===== src/rtl/alu_issue_queue_if.sv =====
// Bundle of the request, ALU, response and status signals of the ALU issue queue.
// The slave view belongs to the queue. The master view belongs to its environment (requester, ALU, consumer).
interface alu_issue_queue_if #(
  parameter int DEPTH = 4
);
  localparam int CW = $clog2(DEPTH + 1);

  logic          req_valid;
  logic          req_ready;
  logic [3:0]    req_op;
  logic [15:0]   req_a;
  logic [15:0]   req_b;
  logic [3:0]    req_tag;
  logic [3:0]    alu_op;
  logic [15:0]   alu_a;
  logic [15:0]   alu_b;
  logic [15:0]   alu_c;
  logic          alu_ofl;
  logic          alu_err;
  logic          rsp_valid;
  logic          rsp_ready;
  logic [15:0]   rsp_c;
  logic          rsp_ofl;
  logic          rsp_err;
  logic [3:0]    rsp_tag;
  logic          clr_sticky;
  logic          sticky_ofl;
  logic          sticky_err;
  logic [CW-1:0] count;
  logic          busy;

  modport slave (
    input  req_valid, req_op, req_a, req_b, req_tag,
    output req_ready,
    output alu_op, alu_a, alu_b,
    input  alu_c, alu_ofl, alu_err,
    output rsp_valid, rsp_c, rsp_ofl, rsp_err, rsp_tag,
    input  rsp_ready,
    input  clr_sticky,
    output sticky_ofl, sticky_err, count, busy
  );

  modport master (
    output req_valid, req_op, req_a, req_b, req_tag,
    input  req_ready,
    input  alu_op, alu_a, alu_b,
    output alu_c, alu_ofl, alu_err,
    input  rsp_valid, rsp_c, rsp_ofl, rsp_err, rsp_tag,
    output rsp_ready,
    output clr_sticky,
    input  sticky_ofl, sticky_err, count, busy
  );
endinterface


===== src/rtl/alu_issue_queue.sv =====
// ALU issue queue: one-entry issue register that feeds a combinational ALU, plus a
// result FIFO that carries tags and sticky overflow/error status.
module alu_issue_queue #(
  parameter int DEPTH = 4
) (
  input logic              clk,
  input logic              rst,
  alu_issue_queue_if.slave bus
);
  localparam int PW = (DEPTH > 1) ? $clog2(DEPTH) : 1;
  localparam int CW = $clog2(DEPTH + 1);
  localparam int EW = 22;
  localparam logic [CW-1:0] CNT_ONE  = CW'(1);
  localparam logic [CW-1:0] CNT_ZERO = CW'(0);
  localparam logic [CW-1:0] CNT_FULL = CW'(DEPTH);
  localparam logic [PW-1:0] PTR_ONE  = PW'(1);

  logic          iss_valid_r;
  logic [3:0]    iss_op_r;
  logic [15:0]   iss_a_r;
  logic [15:0]   iss_b_r;
  logic [3:0]    iss_tag_r;
  logic [EW-1:0] mem_r [DEPTH];
  logic [PW-1:0] wr_ptr_r;
  logic [PW-1:0] rd_ptr_r;
  logic [CW-1:0] count_r;
  logic          sticky_ofl_r;
  logic          sticky_err_r;

  logic          rsp_valid_s;
  logic          pop_s;
  logic          can_write_s;
  logic          req_ready_s;
  logic          accept_s;

  // Handshake qualifiers; a pop frees a slot that the issue register can refill on the same edge.
  always_comb begin
    rsp_valid_s = (count_r != CNT_ZERO);
    pop_s       = rsp_valid_s && bus.rsp_ready;
    can_write_s = iss_valid_r && ((count_r < CNT_FULL) || pop_s);
    req_ready_s = !iss_valid_r || can_write_s;
    accept_s    = bus.req_valid && req_ready_s;
  end

  // Issue register: loaded on accept, emptied when its result enters the FIFO.
  always_ff @(posedge clk or posedge rst) begin
    if (rst) begin
      iss_valid_r <= 1'b0;
      iss_op_r    <= 4'h0;
      iss_a_r     <= 16'h0000;
      iss_b_r     <= 16'h0000;
      iss_tag_r   <= 4'h0;
    end else if (accept_s) begin
      iss_valid_r <= 1'b1;
      iss_op_r    <= bus.req_op;
      iss_a_r     <= bus.req_a;
      iss_b_r     <= bus.req_b;
      iss_tag_r   <= bus.req_tag;
    end else if (can_write_s) begin
      iss_valid_r <= 1'b0;
    end
  end

  // Result FIFO storage and pointers; entries are cleared so an empty head reads as zero.
  always_ff @(posedge clk or posedge rst) begin
    if (rst) begin
      for (int i = 0; i < DEPTH; i++) begin
        mem_r[i] <= {EW{1'b0}};
      end
      wr_ptr_r <= {PW{1'b0}};
      rd_ptr_r <= {PW{1'b0}};
    end else begin
      if (can_write_s) begin
        mem_r[wr_ptr_r] <= {iss_tag_r, bus.alu_err, bus.alu_ofl, bus.alu_c};
        wr_ptr_r        <= wr_ptr_r + PTR_ONE;
      end
      if (pop_s) begin
        rd_ptr_r <= rd_ptr_r + PTR_ONE;
      end
    end
  end

  // Occupancy counter; a write and a pop on the same edge leave it unchanged.
  always_ff @(posedge clk or posedge rst) begin
    if (rst) begin
      count_r <= CNT_ZERO;
    end else begin
      case ({can_write_s, pop_s})
        2'b10:   count_r <= count_r + CNT_ONE;
        2'b01:   count_r <= count_r - CNT_ONE;
        default: count_r <= count_r;
      endcase
    end
  end

  // Sticky status; a capture with the flag set wins over a simultaneous clear.
  always_ff @(posedge clk or posedge rst) begin
    if (rst) begin
      sticky_ofl_r <= 1'b0;
      sticky_err_r <= 1'b0;
    end else begin
      if (can_write_s && bus.alu_ofl) begin
        sticky_ofl_r <= 1'b1;
      end else if (bus.clr_sticky) begin
        sticky_ofl_r <= 1'b0;
      end
      if (can_write_s && bus.alu_err) begin
        sticky_err_r <= 1'b1;
      end else if (bus.clr_sticky) begin
        sticky_err_r <= 1'b0;
      end
    end
  end

  assign bus.req_ready  = req_ready_s;
  assign bus.alu_op     = iss_valid_r ? iss_op_r : 4'h0;
  assign bus.alu_a      = iss_valid_r ? iss_a_r  : 16'h0000;
  assign bus.alu_b      = iss_valid_r ? iss_b_r  : 16'h0000;
  assign bus.rsp_valid  = rsp_valid_s;
  assign {bus.rsp_tag, bus.rsp_err, bus.rsp_ofl, bus.rsp_c} = mem_r[rd_ptr_r];
  assign bus.sticky_ofl = sticky_ofl_r;
  assign bus.sticky_err = sticky_err_r;
  assign bus.count      = count_r;
  assign bus.busy       = iss_valid_r || rsp_valid_s;
endmodule


===== src/flat_wrapper.sv =====
// flat-port wrapper written by rule: the top's interface ports become plain ports
module alu_issue_queue_flat 
#(
  parameter int DEPTH = 4
)
  (clk, rst, bus_req_valid, bus_req_op, bus_req_a, bus_req_b, bus_req_tag, bus_req_ready, bus_alu_op, bus_alu_a, bus_alu_b, bus_alu_c, bus_alu_ofl, bus_alu_err, bus_rsp_valid, bus_rsp_c, bus_rsp_ofl, bus_rsp_err, bus_rsp_tag, bus_rsp_ready, bus_clr_sticky, bus_sticky_ofl, bus_sticky_err, bus_count, bus_busy);
  alu_issue_queue_if #(.DEPTH(DEPTH)) bus_i ();
  input logic clk;
  input logic rst;
  input wire logic [$bits(bus_i.req_valid)-1:0] bus_req_valid;
  input wire logic [$bits(bus_i.req_op)-1:0] bus_req_op;
  input wire logic [$bits(bus_i.req_a)-1:0] bus_req_a;
  input wire logic [$bits(bus_i.req_b)-1:0] bus_req_b;
  input wire logic [$bits(bus_i.req_tag)-1:0] bus_req_tag;
  output wire logic [$bits(bus_i.req_ready)-1:0] bus_req_ready;
  output wire logic [$bits(bus_i.alu_op)-1:0] bus_alu_op;
  output wire logic [$bits(bus_i.alu_a)-1:0] bus_alu_a;
  output wire logic [$bits(bus_i.alu_b)-1:0] bus_alu_b;
  input wire logic [$bits(bus_i.alu_c)-1:0] bus_alu_c;
  input wire logic [$bits(bus_i.alu_ofl)-1:0] bus_alu_ofl;
  input wire logic [$bits(bus_i.alu_err)-1:0] bus_alu_err;
  output wire logic [$bits(bus_i.rsp_valid)-1:0] bus_rsp_valid;
  output wire logic [$bits(bus_i.rsp_c)-1:0] bus_rsp_c;
  output wire logic [$bits(bus_i.rsp_ofl)-1:0] bus_rsp_ofl;
  output wire logic [$bits(bus_i.rsp_err)-1:0] bus_rsp_err;
  output wire logic [$bits(bus_i.rsp_tag)-1:0] bus_rsp_tag;
  input wire logic [$bits(bus_i.rsp_ready)-1:0] bus_rsp_ready;
  input wire logic [$bits(bus_i.clr_sticky)-1:0] bus_clr_sticky;
  output wire logic [$bits(bus_i.sticky_ofl)-1:0] bus_sticky_ofl;
  output wire logic [$bits(bus_i.sticky_err)-1:0] bus_sticky_err;
  output wire logic [$bits(bus_i.count)-1:0] bus_count;
  output wire logic [$bits(bus_i.busy)-1:0] bus_busy;
  assign bus_i.req_valid = bus_req_valid;
  assign bus_i.req_op = bus_req_op;
  assign bus_i.req_a = bus_req_a;
  assign bus_i.req_b = bus_req_b;
  assign bus_i.req_tag = bus_req_tag;
  assign bus_req_ready = bus_i.req_ready;
  assign bus_alu_op = bus_i.alu_op;
  assign bus_alu_a = bus_i.alu_a;
  assign bus_alu_b = bus_i.alu_b;
  assign bus_i.alu_c = bus_alu_c;
  assign bus_i.alu_ofl = bus_alu_ofl;
  assign bus_i.alu_err = bus_alu_err;
  assign bus_rsp_valid = bus_i.rsp_valid;
  assign bus_rsp_c = bus_i.rsp_c;
  assign bus_rsp_ofl = bus_i.rsp_ofl;
  assign bus_rsp_err = bus_i.rsp_err;
  assign bus_rsp_tag = bus_i.rsp_tag;
  assign bus_i.rsp_ready = bus_rsp_ready;
  assign bus_i.clr_sticky = bus_clr_sticky;
  assign bus_sticky_ofl = bus_i.sticky_ofl;
  assign bus_sticky_err = bus_i.sticky_err;
  assign bus_count = bus_i.count;
  assign bus_busy = bus_i.busy;
  alu_issue_queue #(.DEPTH(DEPTH)) u_core (.clk(clk), .rst(rst), .bus(bus_i));
endmodule

===== config.mk =====
export PLATFORM = sky130hd
export DESIGN_NAME = alu_issue_queue_flat
export DESIGN_NICKNAME = d
export VERILOG_FILES = /design/src/rtl/alu_issue_queue_if.sv /design/src/rtl/alu_issue_queue.sv /design/src/flat_wrapper.sv
export SDC_FILE = /design/constraint.sdc
export NUM_CORES = 1
export LEC_CHECK = 0
export CORE_MARGIN = 2
export CORE_UTILIZATION = 52
export DETAILED_ROUTE_END_ITERATION = 6
export PLACE_DENSITY = 0.91
export SLEW_MARGIN = 0
export SYNTH_ARGS = -nofsm -noshare
export SYNTH_HDL_FRONTEND = slang
export SYNTH_SLANG_ARGS = --single-unit

===== constraint.sdc =====
create_clock -name clk -period 5.35 [get_ports clk]
set_input_delay 0.8025 -clock clk [delete_from_list [all_inputs] [get_ports clk]]
set_output_delay 0.8025 -clock clk [all_outputs]
set_load 0.1 [all_outputs]

==> metrics.md, run 1 <==
| Metric | Value |
|---|---|
| DR iter-0 viols | `251` |
| Post-CTS Setup Repair Bufs | `0` |
| Register clock-pin slew on the reported worst setup and hold paths | `0.06 ns` |
| Seq. cell area | `3450 µm²` |
| Worst hold-check path type | `flip-flop to flip-flop` |
| WP data required | `4.55 ns` |
| Diode count | `0` |
| F_max | `256 MHz` |
| Count of final setup violators | `0` |
| Pre-CTS setup slack | `1.87 ns` |
| TritonCTS Sinks | `138` |
| Mapped Area | `6540 µm²` |
| Slowest stage delay, CP | `1.14 ns` |
| GR Util All Layers | `0.222` |
| First-pass GRT wire length | `22200 µm` |
| Die area | `13500 µm²` |
| Tcrit/Tclk final | `0.729` |
| Startpoint Class | `flip-flop` |
| GR Overflow Total | `0` |
| Crit path arrival time | `3.10 ns` |
| Synth warn | `0` |
| Seq/Total Area, Yosys | `0.528` |
| RSZ-0062 raised after global routing | `false` |
| Net count, final | `582` |
| Final Max Tran Viols | `0` |
| Post-CTS Hold Fix Bufs | `0` |
| Mapped Cells | `386` |
| Initial antenna violation count | `0` |
| Starting Density | `0.538` |
| DR vias/cell | `5.28` |
| DR DRC count | `0` |
| Worst Tran Pin Value | `1.17 ns` |
| Post-layout min period | `3.90 ns` |
| Clk_lat worst skew | `0.42 ns` |
| Crit. End Element | `output pin` |
| DRT antenna net count | `0` |
| Multi-input gate area | `2800 µm²` |
| Worst clock skew | `0.00784 ns` |
| CTS resizes | `0` |
| Largest net degree at the start of global routing | `107` |
| IO Port Bufs | `128` |
| # rows | `40` |
| Via count | `3662` |
| Status | `completed` |
| H-tree levels | `4` |
| Layout cells sized above 1 | `0.367` |
| TritonCTS buffer count | `17` |
| Layout area overhead | `28.7%` |
| Mapped Nets | `455` |
| CP cell instances | `mux4_2 > clkdlybuf4s50_1` |
| Die W | `116 µm` |
| Maxcap violations | `0` |
| DP HPWL | `8450 µm` |
| Core region area | `12200 µm²` |
| Max FO, Critical Path | `23` |
| Root buf cell | `clkbuf_16` |
| Slew margin rel. | `0.221` |
| Drt wl/cell | `19.3 µm` |
| Worst Path Class, Setup | `flip-flop to output pin` |
| IO Pins | `129` |
| Hold slack | `0.486 ns` |
| Yosys cell types | `31` |
| Clock Path Buffers | `2` |
| Post-Route WL | `13400 µm` |
| CTS tree | `built` |
| Critical-path top delay cell | `clkdlybuf4s50_1` |
| Filler instances | `807` |
| Hold Fails Final Rpt | `0` |
| Vias in the first global route | `4147` |
| Final WS setup | `1.45 ns` |
| Die height | `116 µm` |
| GP Congestion | `0.778` |
| Router iterations before antenna repair | `4` |
| Avg Cell Area, Syn | `16.9 µm²` |
| Yosys reg bits | `138` |
| Final setup TNS | `0 ns` |
## cell families after synthesis
kind of cell             Yosys count  share of synthesized area
AND/OR/NAND/NOR                   51                     0.0583
flip-flops                       138                      0.528
buffers and inverters             30                     0.0448
XOR/XNOR                           6                    0.00804
multiplexers                     152                      0.345
adder cells (fa/ha/maj)            6                     0.0126
AO/OA/AOI/OAI                      3                    0.00306
## placed cells by master (no fill, tap or decap), types with 3 or more instances in the layout
cell / synthesis / layout
dfrtp_1: 138 / 137
clkdlybuf4s50_1: 0 / 128
mux2_4: 80 / 80
mux2_2: 46 / 46
and2_1: 36 / 36
mux4_2: 22 / 22
clkbuf_16: 0 / 17
inv_1: 8 / 7
ha_1: 5 / 5
clkinv_2: 0 / 5
nand3_4: 4 / 4
bufinv_16: 0 / 4
xnor2_1: 3 / 3
mux2_1: 3 / 3
xor2_1: 3 / 3
clkinv_4: 0 / 3
## cells in the mapped netlist (all sizes together)
cell type    n  area, µm²
clkbuf       5       28.8
o21ai        2       10.0
or2          1       6.26
buf         17        234
dfrtp      138       3450
mux2       129       1750
ha           5       62.6
nor2         1       3.75
fa           1       20.0
nand2        3       18.8
nand3        6       80.1
nand3b       1       20.0
and2        36        225
inv          8       30.0
xor2         3       26.3
nand2b       2       20.0
o31a         1       10.0
mux2i        1       10.0
mux4        22        495
or3          1       7.51
xnor2        3       26.3
## worst paths after layout
| check | slack, ns | cells after the start | from | endpoint |
|---|---|---|---|---|
| worst max register to register | 3.21 | 7 | u_core.iss_valid_r | u_core.bus.count[2] |
| worst max-delay path | 1.45 | 2 | u_core.rd_ptr_r[1] | bus_rsp_c[1] |
| min in group asynchronous | 0.95 | 2 | rst | u_core.mem_r[46] |
| max in group asynchronous | 3.36 | 3 | rst | u_core.iss_op_r[1] |
| worst min register to register | 0.49 | 1 | u_core.iss_b_r[14] | u_core.iss_b_r[14] |
| worst min-delay path | 0.49 | 1 | u_core.iss_b_r[14] | u_core.iss_b_r[14] |
## layout make-up
cell class | count | share of cell area
flip-flops and latches | 138 | 0.410
well taps | 168 | 0.0250
clock buffers | 20 | 0.0542
repair buffers | 130 | 0.154
inverters | 8 | 0.00416
multi-input cells | 218 | 0.332
clock inverters | 12 | 0.0204
## registers in the layout, summed over array words and instances (netlist names)
name / flops
u_core.bus.count: 3
u_core.iss_tag_r: 4
u_core.mem_r: 88
u_core.iss_a_r: 16
u_core.iss_b_r: 16
u_core.bus.sticky_err: 1
u_core.wr_ptr_r: 2
u_core.bus.sticky_ofl: 1
u_core.iss_valid_r: 1
u_core.iss_op_r: 4
u_core.rd_ptr_r: 2
## per-stage QoR
stage / instances / instance area [µm²] / utilization
after floorplan: 386 / 6540 / -
after global placement: 662 / 7790 / 0.641
after detailed placement: 662 / 7790 / 0.641
after CTS: 694 / 8420 / 0.692
after global routing: 694 / 8420 / 0.692
final: 694 / 8420 / 0.692
## layer usage
layer | track usage | routed length [µm] | vias to the layer above
met5 | 0 | 0 | -
met4 | 0.0643 | 119 | 0
met3 | 0.0986 | 1120 | 8
met2 | 0.352 | 6470 | 136
met1 | 0.278 | 5720 | 1887
li1 | - | - | 1631
## critical path, delay by kind of cell (launching register included)
family	cells	cell delay, ns
buffers and inverters	1	1.14
DFF	1	1.11
muxes	1	0.41
Power of run 1 is left out: the tool's default activity adds up to more than one toggle a clock period on the data nets, which glitch-free logic cannot reach.
==> run 2: changes to the inputs <==
==> constraint.sdc (replaced) <==
create_clock -name clk -period 3.6 [get_ports clk]
set_input_delay 0.54 -clock clk [delete_from_list [all_inputs] [get_ports clk]]
set_output_delay 0.54 -clock clk [all_outputs]
set_load 0.1 [all_outputs]
==> metrics.md, run 2 (synthesized netlist as in run 1, its figures left out) <==
| Metric | Value |
|---|---|
| Layout Cells excl Fill | `695 (was 694)` |
| Layout area overhead | `25.2% (was 28.7%)` |
| GR Overflow Total | `0 (unchanged)` |
| DR vias/cell | `5.31 (was 5.28)` |
| Critical-path top delay cell | `clkdlybuf4s50_1 (unchanged)` |
| CTS tree | `built (unchanged)` |
| Top reg by flops | `u_core.mem_r (unchanged)` |
| F_max | `346 MHz` |
| Post-layout min period | `2.89 ns` |
| CTS resizes | `0 (unchanged)` |
| Hold Fails Final Rpt | `0 (unchanged)` |
| Crit. End Element | `output pin (unchanged)` |
| Root buf cell | `clkbuf_16 (unchanged)` |
| Count of final setup violators | `0 (unchanged)` |
| Net count, final | `585 (was 582)` |
| Drt wl/cell | `19.0 µm (was 19.3 µm)` |
| DR DRC count | `0 (unchanged)` |
| H-tree levels | `4 (unchanged)` |
| Register clock-pin slew on the reported worst setup and hold paths | `0.05 ns (was 0.06 ns)` |
| Top flop regs | `u_core.mem_r (88), u_core.iss_a_r (16), u_core.iss_b_r (16) (unchanged)` |
| Final Max Tran Viols | `0 (unchanged)` |
| Slowest stage delay, CP | `0.99 ns (was 1.14 ns)` |
| First-pass GRT wire length | `21900 µm (was 22200 µm)` |
| DRT antenna net count | `0 (unchanged)` |
| Post-CTS Setup Repair Bufs | `0 (unchanged)` |
| Largest net degree at the start of global routing | `55 (was 107)` |
| Core region area | `12200 µm² (unchanged)` |
| Worst Path Class, Setup | `flip-flop to output pin (unchanged)` |
| Diode count | `0 (unchanged)` |
| Die W | `116 µm (unchanged)` |
| Maxcap violations | `0 (unchanged)` |
| IO Port Bufs | `128 (unchanged)` |
| IO Pins | `129 (unchanged)` |
| Layout cells sized above 1 | `0.472 (was 0.367)` |
| TritonCTS Sinks | `138 (unchanged)` |
| Via count | `3691 (was 3662)` |
| Post-Layout Inst Area | `8190 µm² (was 8420 µm²)` |
| Die height | `116 µm (unchanged)` |
| Worst Tran Pin Value | `1.03 ns (was 1.17 ns)` |
| DP Cell Count | `665 (was 662)` |
| Clock Path Buffers | `2 (unchanged)` |
| Max FO, Critical Path | `6 (was 23)` |
| WP data required | `3.06 ns (was 4.55 ns)` |
| GR Util All Layers | `0.217 (was 0.222)` |
| Placed inst area | `7660 µm² (was 7790 µm²)` |
| Max reg flops | `88 (unchanged)` |
| GP Congestion | `0.734 (was 0.778)` |
| Slew margin rel. | `0.313 (was 0.221)` |
| DR iter-0 viols | `199 (was 251)` |
| Post-Route WL | `13200 µm (was 13400 µm)` |
| TritonCTS buffer count | `17 (unchanged)` |
| Worst hold-check path type | `primary input to async pin (was flip-flop to flip-flop)` |
| Final setup TNS | `0 ns (unchanged)` |
| Most frequent cells in the layout | `137 x dfrtp_1, 80 x mux2_4, 68 x clkdlybuf4s50_1, 65 x buf_4, 46 x mux2_2 (was 137 x dfrtp_1, 128 x clkdlybuf4s50_1, 80 x mux2_4, 46 x mux2_2, 36 x and2_1)` |
| Crit path arrival time | `2.35 ns (was 3.10 ns)` |
| Post-CTS Hold Fix Bufs | `0 (unchanged)` |
| Starting Density | `0.538 (unchanged)` |
| Initial antenna violation count | `0 (unchanged)` |
| Clk_lat worst skew | `0.41 ns (was 0.42 ns)` |
| Die area | `13500 µm² (unchanged)` |
| DP HPWL | `8520 µm (was 8450 µm)` |
| Status | `completed (unchanged)` |
| CP cell instances | `or3_2 > clkdlybuf4s50_1 (was mux4_2 > clkdlybuf4s50_1)` |
| Router iterations before antenna repair | `4 (unchanged)` |
| Vias in the first global route | `4146 (was 4147)` |
| # rows | `40 (unchanged)` |
| RSZ-0062 raised after global routing | `false (unchanged)` |
| Worst clock skew | `0.00545 ns (was 0.00784 ns)` |
| Startpoint Class | `flip-flop (unchanged)` |
| Tcrit/Tclk final | `0.804` |
| Most common cell after layout, fill and taps aside | `dfrtp_1 (unchanged)` |
==> run 2: changes by cell type in the layout (fill, tap and decap cells not counted) <==
cell / before / now
bufinv_16: 4 / 0
clkdlybuf4s50_1: 128 / 68
clkinv_2: 5 / 2
clkinvlp_4: 0 / 1
inv_6: 1 / 0
clkbuf_1: 1 / 6
clkbuf_8: 2 / 5
clkinv_4: 3 / 0
buf_4: 2 / 65
==> run 2: cell type report <==
cell class                      instances  area [µm²]
Tap cell                              168         210
Timing Repair Buffer                  133        1170
Sequential cell                       138        3450
Clock inverter                          2        10.0
Inverter                                8        33.8
Fill cell                             805        3970
Clock buffer                           28         517
Multi-Input combinational cell        218        2800
==> run 2: path summary, 6_finish.rpt <==
check,from,endpoint,slack (ns),cells past startpoint
worst max-delay path,u_core.bus.count[2],bus_rsp_valid,0.71,2
worst min-delay path,rst,u_core.bus.sticky_err,0.40,2
worst max register to register,u_core.iss_valid_r,u_core.bus.count[2],1.23,7
worst min register to register,u_core.iss_b_r[14],u_core.iss_b_r[14],0.49,1
max in group asynchronous,rst,u_core.rd_ptr_r[0],2.24,3
min in group clk,u_core.iss_b_r[14],u_core.iss_b_r[14],0.49,1
==> run 2: per-layer routing <==
layer | part of all wire | wire length, µm | global-route usage
met1 | 0.43 | 5630 | 0.270
met2 | 0.48 | 6310 | 0.349
met3 | 0.081 | 1070 | 0.0924
met4 | 0.014 | 185 | 0.0611
met5 | 0 | 0 | 0
==> run 2: worst max-delay path: cells and delay by family (launching register included) <==
family | cells | cell delay (ns)
buf+inv | 1 | 0.99
flops | 1 | 0.48
simple gates | 1 | 0.47
==> run 2: per-stage QoR <==
step / hold slack, ns / worst slack (ns) / utilization
3_3_place_gp: 0.469 / 1.11 / 0.630
3_5_place_dp: 0.477 / 1.06 / 0.630
5_1_grt: 0.419 / 0.641 / 0.673
2_1_floorplan: 0.456 / 0.777 / -
6_report: 0.403 / 0.706 / 0.673
4_1_cts: 0.392 / 0.678 / 0.673
Power of run 2 is left out for the same reason.
==> run 3: changes to the inputs <==
==> constraint.sdc (replaced) <==
create_clock -name clk -period 2.7 [get_ports clk]
set_input_delay 0.405 -clock clk [delete_from_list [all_inputs] [get_ports clk]]
set_output_delay 0.405 -clock clk [all_outputs]
set_load 0.1 [all_outputs]
==> metrics.md, run 3 (synthesized netlist as in run 1, its figures left out) <==
| Metric | Value |
|---|---|
| Post-CTS Hold Fix Bufs | `0 (unchanged)` |
| Initial antenna violation count | `0 (unchanged)` |
| GP Congestion | `0.731 (was 0.734)` |
| DR iter-0 viols | `264 (was 199)` |
| TritonCTS buffer count | `17 (unchanged)` |
| Die W | `116 µm (unchanged)` |
| Layout area overhead | `37.9% (was 25.2%)` |
| Vias in the first global route | `4257 (was 4146)` |
| Most frequent cells in the layout | `137 x dfrtp_1, 80 x mux2_4, 62 x clkdlybuf4s50_1, 61 x buf_12, 46 x mux2_2 (was 137 x dfrtp_1, 80 x mux2_4, 68 x clkdlybuf4s50_1, 65 x buf_4, 46 x mux2_2)` |
| TritonCTS Sinks | `138 (unchanged)` |
| Die area | `13500 µm² (unchanged)` |
| Drt wl/cell | `20.3 µm (was 19.0 µm)` |
| Die height | `116 µm (unchanged)` |
| Tcrit/Tclk final | `0.906` |
| Post-layout min period | `2.45 ns` |
| Max FO, Critical Path | `14 (was 6)` |
| Count of final setup violators | `0 (unchanged)` |
| Status | `completed (unchanged)` |
| Worst clock skew | `0.00746 ns (was 0.00545 ns)` |
| Seq. cell area | `3450 µm² (unchanged)` |
| Largest net degree at the start of global routing | `139 (was 55)` |
| Register clock-pin slew on the reported worst setup and hold paths | `0.05 ns (about the same)` |
| DRT antenna net count | `0 (unchanged)` |
| Root buf cell | `clkbuf_16 (unchanged)` |
| IO Port Bufs | `128 (unchanged)` |
| Diode count | `0 (unchanged)` |
| Startpoint Class | `flip-flop (unchanged)` |
| Core region area | `12200 µm² (unchanged)` |
| Post-CTS Setup Repair Bufs | `0 (unchanged)` |
| # rows | `40 (unchanged)` |
| CTS resizes | `0 (unchanged)` |
| Starting Density | `0.538 (unchanged)` |
| First-pass GRT wire length | `23200 µm (was 21900 µm)` |
| DP HPWL | `9110 µm (was 8520 µm)` |
| Maxcap violations | `0 (unchanged)` |
| GR Util All Layers | `0.231 (was 0.217)` |
| Net count, final | `585 (unchanged)` |
| Filler instances | `721 (was 805)` |
| DR vias/cell | `5.28 (was 5.31)` |
| F_max | `409 MHz` |
| Top reg by flops | `u_core.mem_r (unchanged)` |
| Layout cells sized above 1 | `0.497 (was 0.472)` |
| IO Pins | `129 (unchanged)` |
| Worst Tran Pin Value | `0.762 ns (was 1.03 ns)` |
| Top flop regs | `u_core.mem_r (88), u_core.iss_a_r (16), u_core.iss_b_r (16) (unchanged)` |
| H-tree levels | `4 (unchanged)` |
| Max reg flops | `88 (unchanged)` |
| Worst Path Class, Setup | `flip-flop to output pin (unchanged)` |
| RSZ-0062 raised after global routing | `false (unchanged)` |
| Multi-input gate area | `2800 µm² (unchanged)` |
| Clk_lat worst skew | `0.42 ns (was 0.41 ns)` |
| Worst hold-check path type | `flip-flop to flip-flop (was primary input to async pin)` |
| Crit. End Element | `output pin (unchanged)` |
| GR Overflow Total | `0 (unchanged)` |
| Final Max Tran Viols | `0 (unchanged)` |
| CTS tree | `built (unchanged)` |
| Router iterations before antenna repair | `4 (unchanged)` |
| Most common cell after layout, fill and taps aside | `dfrtp_1 (unchanged)` |
| Via count | `3678 (was 3691)` |
| Post-Route WL | `14100 µm (was 13200 µm)` |
| DR DRC count | `0 (unchanged)` |
| Final setup TNS | `0 ns (unchanged)` |
| WP data required | `2.30 ns (was 3.06 ns)` |
| Slew margin rel. | `0.492 (was 0.313)` |
| Hold Fails Final Rpt | `0 (unchanged)` |
| Clock Path Buffers | `2 (unchanged)` |
| Crit path arrival time | `2.04 ns (was 2.35 ns)` |
run 3: worst paths after layout:
path / startpoint / depth (start not counted) / slack [ns] / end
min in group asynchronous: rst / 3 / 0.50 / u_core.iss_a_r[4]
worst max register to register: u_core.bus.count[2] / 8 / 0.61 / u_core.bus.count[2]
worst min-delay path: u_core.rd_ptr_r[1] / 1 / 0.48 / u_core.rd_ptr_r[1]
worst min register to register: u_core.rd_ptr_r[1] / 1 / 0.48 / u_core.rd_ptr_r[1]
worst max-delay path: u_core.rd_ptr_r[0] / 3 / 0.25 / bus_rsp_c[9]
max in group asynchronous: rst / 3 / 1.58 / u_core.mem_r[70]
run 3: final cells by class:
cell class	instances	area share
clock buffer	20	0.0517
timing repair buffer	133	0.212
clock inverter	12	0.0162
sequential	138	0.383
tap	168	0.0233
multi-input combinational	218	0.310
inverter	8	0.00374
run 3: worst max-delay path: stages (launching register included):
cell and delay (ns):
dfrtp_2 0.62, buf_12 0.23, mux4_2 0.57, buf_12 0.19
run 3: routing by layer:
layer  global-route usage  routed length, µm  vias up  part of all wire
li1                     -                  -     1636                 -
met1                0.284               5730     1899              0.41
met2                0.367               6930      127              0.49
met3                0.113               1290       16             0.091
met4               0.0683                179        0             0.013
met5                    0                  0        -                 0
run 3: per-stage QoR:
stage / instance area (µm²) / std cells / setup slack, ns / util / hold slack [ns]
after global placement: 8410 / 665 / 0.348 / 0.692 / 0.463
after floorplan: 6550 / 386 / 0.0116 / - / 0.456
after detailed placement: 8410 / 665 / 0.261 / 0.692 / 0.467
final: 9020 / 697 / 0.254 / 0.742 / 0.480
after CTS: 9020 / 697 / 0.199 / 0.742 / 0.482
after global routing: 9020 / 697 / 0.142 / 0.742 / 0.519
Power of run 3 is left out for the same reason.
